File: src/rtl/fixedpoint_pkg.sv
`default_nettype none
// ============================================================================
// Module   : fixedpoint_pkg
// Brief    : Shared types and constants for the fixed-point frame accumulator.
// Revision : 1.0 - initial release
// ============================================================================
package fixedpoint_pkg;

   localparam int DATA_W  = 8;
   localparam int SAT_MAX = 127;
   localparam int SAT_MIN = -128;

   typedef enum logic [1:0] {
      IDLE = 2'd0,
      ACC  = 2'd1,
      DONE = 2'd2
   } state_t;

   // Growth bits are sized so that LEN worst-case products can never wrap.
   function automatic int acc_width(input int len);
      return DATA_W + $clog2(len);
   endfunction

endpackage : fixedpoint_pkg
`default_nettype wire

File: src/rtl/fixedpoint_acc_if.sv
`default_nettype none
// ============================================================================
// Module   : fixedpoint_acc_if
// Brief    : Product-in / frame-sum-out handshake bundle for fixedpoint_acc.
// Revision : 1.0 - initial release
// ============================================================================
interface fixedpoint_acc_if;
   import fixedpoint_pkg::*;

   logic              in_valid;
   logic [DATA_W-1:0] in_data;
   logic              in_ready;
   logic              out_valid;
   logic [DATA_W-1:0] out_data;
   logic              out_ready;
   logic              out_ovf;

   modport master (
      output in_valid,
      output in_data,
      input  in_ready,
      input  out_valid,
      input  out_data,
      output out_ready,
      input  out_ovf
   );

   modport slave (
      input  in_valid,
      input  in_data,
      output in_ready,
      output out_valid,
      output out_data,
      input  out_ready,
      output out_ovf
   );

endinterface : fixedpoint_acc_if
`default_nettype wire

File: src/rtl/fxacc_sat.sv
`default_nettype none
// ============================================================================
// Module   : fxacc_sat
// Brief    : Reduces a wide signed sum to 8 bits and flags range overflow.
//            FXACC_SAT_EN selects clamping; otherwise two's-complement wrap.
// Revision : 1.0 - initial release
// ============================================================================
module fxacc_sat
   import fixedpoint_pkg::*;
#(
   parameter int ACC_W = 10
)
(
   input  logic signed [ACC_W-1:0]  i_acc,
   output logic        [DATA_W-1:0] o_data,
   output logic                     o_ovf
);

   localparam logic signed [ACC_W-1:0] c_sat_max = ACC_W'(SAT_MAX);
   localparam logic signed [ACC_W-1:0] c_sat_min = ACC_W'(SAT_MIN);

   logic w_hi;
   logic w_lo;

   assign w_hi  = (i_acc > c_sat_max);
   assign w_lo  = (i_acc < c_sat_min);
   assign o_ovf = w_hi | w_lo;

`ifdef FXACC_SAT_EN
   always_comb begin
      o_data = i_acc[DATA_W-1:0];
      if (w_hi) begin
         o_data = DATA_W'(SAT_MAX);
      end else if (w_lo) begin
         o_data = DATA_W'(SAT_MIN);
      end
   end
`else
   assign o_data = i_acc[DATA_W-1:0];
`endif

endmodule : fxacc_sat
`default_nettype wire

File: src/rtl/fixedpoint_acc.sv
`default_nettype none
// ============================================================================
// Module   : fixedpoint_acc
// Brief    : Sums LEN signed 8-bit products per frame and emits an 8-bit sum
//            with overflow flag. Define FXACC_SAT_EN for a clamped result.
// Revision : 1.0 - initial release
// ============================================================================
module fixedpoint_acc
   import fixedpoint_pkg::*;
#(
   parameter int LEN = 4
)
(
   input  logic           clk,
   input  logic           rst_n,
   fixedpoint_acc_if.slave bus
);

   localparam int c_acc_w = acc_width(LEN);
   localparam int c_cnt_w = $clog2(LEN + 1);

   state_t                     r_state;
   logic signed [c_acc_w-1:0]  r_acc;
   logic        [c_cnt_w-1:0]  r_cnt;
   logic                       r_in_ready;
   logic                       r_out_valid;
   logic        [DATA_W-1:0]   r_out_data;
   logic                       r_out_ovf;

   logic                       w_accept;
   logic                       w_last;
   logic signed [c_acc_w-1:0]  w_in_ext;
   logic signed [c_acc_w-1:0]  w_acc_next;
   logic        [DATA_W-1:0]   w_sat_data;
   logic                       w_sat_ovf;

   assign w_accept   = bus.in_valid & r_in_ready;
   assign w_in_ext   = c_acc_w'($signed(bus.in_data));
   assign w_acc_next = (r_state == IDLE) ? w_in_ext : (r_acc + w_in_ext);
   assign w_last     = (r_state == IDLE) ? (LEN == 1)
                                         : (r_cnt == c_cnt_w'(LEN - 1));

   // Reduction is evaluated on the next sum so the result registers on DONE entry.
   fxacc_sat #(
      .ACC_W (c_acc_w)
   ) u_sat (
      .i_acc  (w_acc_next),
      .o_data (w_sat_data),
      .o_ovf  (w_sat_ovf)
   );

   always_ff @(posedge clk or negedge rst_n) begin
      if (!rst_n) begin
         r_state     <= IDLE;
         r_acc       <= '0;
         r_cnt       <= '0;
         r_in_ready  <= 1'b1;
         r_out_valid <= 1'b0;
         r_out_data  <= '0;
         r_out_ovf   <= 1'b0;
      end else begin
         case (r_state)
            IDLE, ACC: begin
               if (w_accept) begin
                  r_acc <= w_acc_next;
                  r_cnt <= (r_state == IDLE) ? c_cnt_w'(1) : (r_cnt + c_cnt_w'(1));
                  if (w_last) begin
                     r_state     <= DONE;
                     r_in_ready  <= 1'b0;
                     r_out_valid <= 1'b1;
                     r_out_data  <= w_sat_data;
                     r_out_ovf   <= w_sat_ovf;
                  end else begin
                     r_state <= ACC;
                  end
               end
            end
            DONE: begin
               if (bus.out_ready) begin
                  r_state     <= IDLE;
                  r_acc       <= '0;
                  r_cnt       <= '0;
                  r_in_ready  <= 1'b1;
                  r_out_valid <= 1'b0;
               end
            end
            default: begin
               r_state     <= IDLE;
               r_acc       <= '0;
               r_cnt       <= '0;
               r_in_ready  <= 1'b1;
               r_out_valid <= 1'b0;
            end
         endcase
      end
   end

   assign bus.in_ready  = r_in_ready;
   assign bus.out_valid = r_out_valid;
   assign bus.out_data  = r_out_data;
   assign bus.out_ovf   = r_out_ovf;

endmodule : fixedpoint_acc
`default_nettype wire

File: src/flat_wrapper.sv
// flat-port wrapper written by rule: the top's interface ports become plain ports
module fixedpoint_acc_flat import fixedpoint_pkg::*;
#(
   parameter int LEN = 4
)
  (clk, rst_n, bus_in_valid, bus_in_data, bus_in_ready, bus_out_valid, bus_out_data, bus_out_ready, bus_out_ovf);
  fixedpoint_acc_if bus_i ();
  input  logic clk;
  input  logic rst_n;
  input wire logic [$bits(bus_i.in_valid)-1:0] bus_in_valid;
  input wire logic [$bits(bus_i.in_data)-1:0] bus_in_data;
  output wire logic [$bits(bus_i.in_ready)-1:0] bus_in_ready;
  output wire logic [$bits(bus_i.out_valid)-1:0] bus_out_valid;
  output wire logic [$bits(bus_i.out_data)-1:0] bus_out_data;
  input wire logic [$bits(bus_i.out_ready)-1:0] bus_out_ready;
  output wire logic [$bits(bus_i.out_ovf)-1:0] bus_out_ovf;
  assign bus_i.in_valid = bus_in_valid;
  assign bus_i.in_data = bus_in_data;
  assign bus_in_ready = bus_i.in_ready;
  assign bus_out_valid = bus_i.out_valid;
  assign bus_out_data = bus_i.out_data;
  assign bus_i.out_ready = bus_out_ready;
  assign bus_out_ovf = bus_i.out_ovf;
  fixedpoint_acc #(.LEN(LEN)) u_core (.clk(clk), .rst_n(rst_n), .bus(bus_i));
endmodule
File: config.mk
export PLATFORM = sky130hd
export DESIGN_NAME = fixedpoint_acc_flat
export DESIGN_NICKNAME = d
export VERILOG_FILES = /design/src/rtl/fixedpoint_pkg.sv /design/src/rtl/fixedpoint_acc_if.sv /design/src/rtl/fxacc_sat.sv /design/src/rtl/fixedpoint_acc.sv /design/src/flat_wrapper.sv
export SDC_FILE = /design/constraint.sdc
export NUM_CORES = 1
export LEC_CHECK = 0
export ABC_CLOCK_PERIOD_IN_PS = 4200
export BUFFER_PORTS_ARGS = -buffer_cell sky130_fd_sc_hd__buf_2
export CAP_MARGIN = 10
export CORE_MARGIN = 2
export CORE_UTILIZATION = 61
export CTS_BUF_LIST = sky130_fd_sc_hd__clkbuf_8 sky130_fd_sc_hd__clkbuf_16
export CTS_CLUSTER_DIAMETER = 60
export DETAILED_ROUTE_END_ITERATION = 12
export PLACE_DENSITY = 0.81
export RECOVER_POWER = 50
export SKIP_LAST_GASP = 1
export SYNTH_ARGS = -nofsm -noshare
export SYNTH_HDL_FRONTEND = slang
export SYNTH_HIERARCHICAL = 1
export SYNTH_SLANG_ARGS = --single-unit
File: constraint.sdc
create_clock -name clk -period 4.2 [get_ports clk]
set_input_delay 0.63 -clock clk [delete_from_list [all_inputs] [get_ports clk]]
set_output_delay 0.63 -clock clk [all_outputs]
set_load 0.02 [all_outputs]
==> summary.txt <==
status -> finished, final reports clean
CTS Sinks -> 26
startpoint class of the critical path -> input pin
largest net degree at the start of global routing -> 27
most frequent cells after synthesis -> dfrtp_1 (25), nand2_1 (19), a21oi_1 (16)
slowest CP cell -> a21oi_1
share of post-route cells with drive strength above 1 -> 0.1862
initial antenna violation count -> 0
first-pass GRT wire length -> 6016 microns
fin crit share -> 0.6665
total inserted antenna cells -> 0
MaxCap Viol Count -> 0
DR iter-0 viols -> 80
die height -> 56.93 microns
Detailed Route WL -> 3477 microns
Leakage -> 0.8392 nW
Post-Place Setup Slack -> 1.153 ns
clock skew -> 0.006141 ns
Rel. slew slack -> 0.06888
CTS max path bufs -> 2
crit-path cells -> buf_2 -> ha_1 -> a21oi_1 -> and3_1 -> or3b_1 -> nand3_1 -> xor2_1 -> and3_4 -> nor2_1 -> mux2_2
remaining global-route overflow -> 0
worst skew pair latency -> 0.27 ns
Post-Layout Inst Area -> 1795 sq um
Final Hold Vio Count -> 0
Main synth FF type -> dfrtp_1
# DRC -> 0
Layout Nets -> 213
via count -> 1,338
HPWL after DPL -> 2586 microns
post-synthesis register bit count -> 26
crit path capture type -> flip-flop
WL per Instance -> 15.88 microns
post-synthesis cell count -> 179
Post-CTS Resized -> 0
CORE AREA -> 2710 sq um
Die Wd -> 56.93 microns
CP arrival -> 2.96 ns
number of global-route vias before repair -> 1,321
H-tree depth -> 1
Area Overhead vs Synth -> 5.051%
Post-DP Area -> 1758 sq um
gpl congestion -> 0.8506
worst-margin pin slew -> 1.397 ns
Seq/Total Area, Yosys -> 0.3814
Fill cells -> 229
Max IR drop VDD -> 596.8 uV
most common cell in the synthesized netlist -> dfrtp_1
# setup viols final -> 0
synth warn -> 6
TritonCTS Buffers -> 3
Final min period -> 2.799 ns
Post-CTS Setup Bufs -> 0
hold crit path type -> reg2reg
CTS root buf -> clkbuf_8
CTS tree -> yes
Syn Std Cell Area -> 1709 sq um
critical-path maximum fanout -> 11
post-route setup slack -> 1.401 ns
biggest cell delay along the critical path -> 0.37 ns
Distinct cells, synth -> 46
average size of a mapped cell -> 9.548 sq um
Yosys top cell area share -> 0.3660
routed vias/inst -> 6.110
Max Slew Vio Count -> 0
Rows -> 19
Synth area leader -> dfrtp_1
Post-synth EDFFs -> 0
Routed Antenna Nets -> 0
DIE AREA -> 3241 sq um
Synth area leaders -> dfrtp_1 (37%), ha_1 (8.1%), mux2_2 (6.6%), a21oi_1 (4.7%), nand2_1 (4.2%)
Max Fclk -> 357.3 MHz
GRT Overall Usage -> 0.2363
Critical Path RT -> 4.36 ns
RSZ-0062 raised after global routing -> no
setup TNS -> 0 ns
critical path class -> in2reg
Power Dens Cells -> 837.6 nW/um^2
hold_buf cts -> 0
top-level I/O count -> 23
number of I/O port buffers -> 22
Syn Nets -> 203
first-pass detailed-route iteration total -> 4
Initial Util -> 0.6307
clock slew at reported path FFs -> 0.09 ns
FFs w/ async S/R, synth -> 1.000
cell usage in the layout (no fill, tap or decap), types with 5 or more instances in the layout:
cell,instances
mux2_2,10
ha_1,11
clkbuf_1,6
buf_2,16
a31oi_1,5
nand2_1,19
nor2_1,6
a21oi_1,16
dfrtp_1,25
a22o_1,5
inv_1,5
o21ai_0,8
xor2_1,5
final timing paths:
path	from	end	slack (ns)	depth (start not counted)
worst max-delay path	bus_in_data[7]	u_core/bus.out_ovf	1.40	10
worst min-delay path	u_core/bus.in_ready	u_core/bus.in_ready	0.49	2
worst max register to register	u_core/r_acc[0]	u_core/bus.out_ovf	1.51	10
worst min register to register	u_core/bus.in_ready	u_core/bus.in_ready	0.49	2
max in group asynchronous	rst_n	u_core/r_acc[8]	2.72	1
min in group asynchronous	rst_n	u_core/bus.out_data[2]	0.66	1
stage by stage:
stage / hold slack (ns) / instances / utilization / total power, mW
after global routing: 0.4930 / 219 / 0.6625 / 1.627
after global placement: 0.4570 / 215 / 0.6487 / 1.316
after floorplan: 0.3344 / 179 / - / 1.259
final: 0.4929 / 219 / 0.6625 / 1.504
after CTS: 0.3672 / 219 / 0.6653 / 1.509
after detailed placement: 0.4624 / 215 / 0.6487 / 1.365
metal layers:
layer / routed length, microns / track usage / vias to the layer above
met5: 0 / 0 / -
met1: 1647 / 0.3170 / 636
li1: - / - / 668
met4: 8 / 0.06312 / 0
met3: 155 / 0.04535 / 2
met2: 1666 / 0.3957 / 32
cell type report:
cell class,count,area [sq um],share of cell area
Sequential cell,26,651.9,0.3631
Inverter,4,15.01,0.008362
Multi-Input combinational cell,131,934.6,0.5206
Tap cell,31,38.79,0.02160
Timing Repair Buffer,23,110.1,0.06132
Clock buffer,3,41.29,0.02300
Clock inverter,1,3.754,0.002091
sequential cells by signal, indices dropped and copies added, names as in the netlist:
register,cells
u_core/bus.in_ready,1
u_core/bus.out_valid,1
u_core/r_acc,10
u_core/bus.out_ovf,1
u_core/bus.out_data,8
u_core/r_state,2
u_core/r_cnt,3
where the power goes:
group / leakage [nW] / internal, mW / total (mW) / switching, mW
clock network: 0.0269 / 0.0655 / 0.144 / 0.0781
registers: 0.312 / 0.373 / 0.461 / 0.0875
logic: 0.500 / 0.383 / 0.900 / 0.517
total: 0.839 / 0.822 / 1.50 / 0.682
critical path: cells and delay by family:
kind	cells	cell delay (ns)
simple gates	5	0.95
compound gates	1	0.37
fa+ha+maj	1	0.35
mux	1	0.26
xor+xnor	1	0.23
buf+inv	1	0.16
cells by family after synthesis:
group / share of synthesized area
XOR/XNOR: 0.03587
buffers and inverters: 0.07173
AO/OA/AOI/OAI: 0.2138
multiplexers: 0.06589
flip-flops: 0.3814
adder cells (fa/ha/maj): 0.09224
AND/OR/NAND/NOR: 0.1391
No activity file was read; power rests on OpenSTA's default activity.
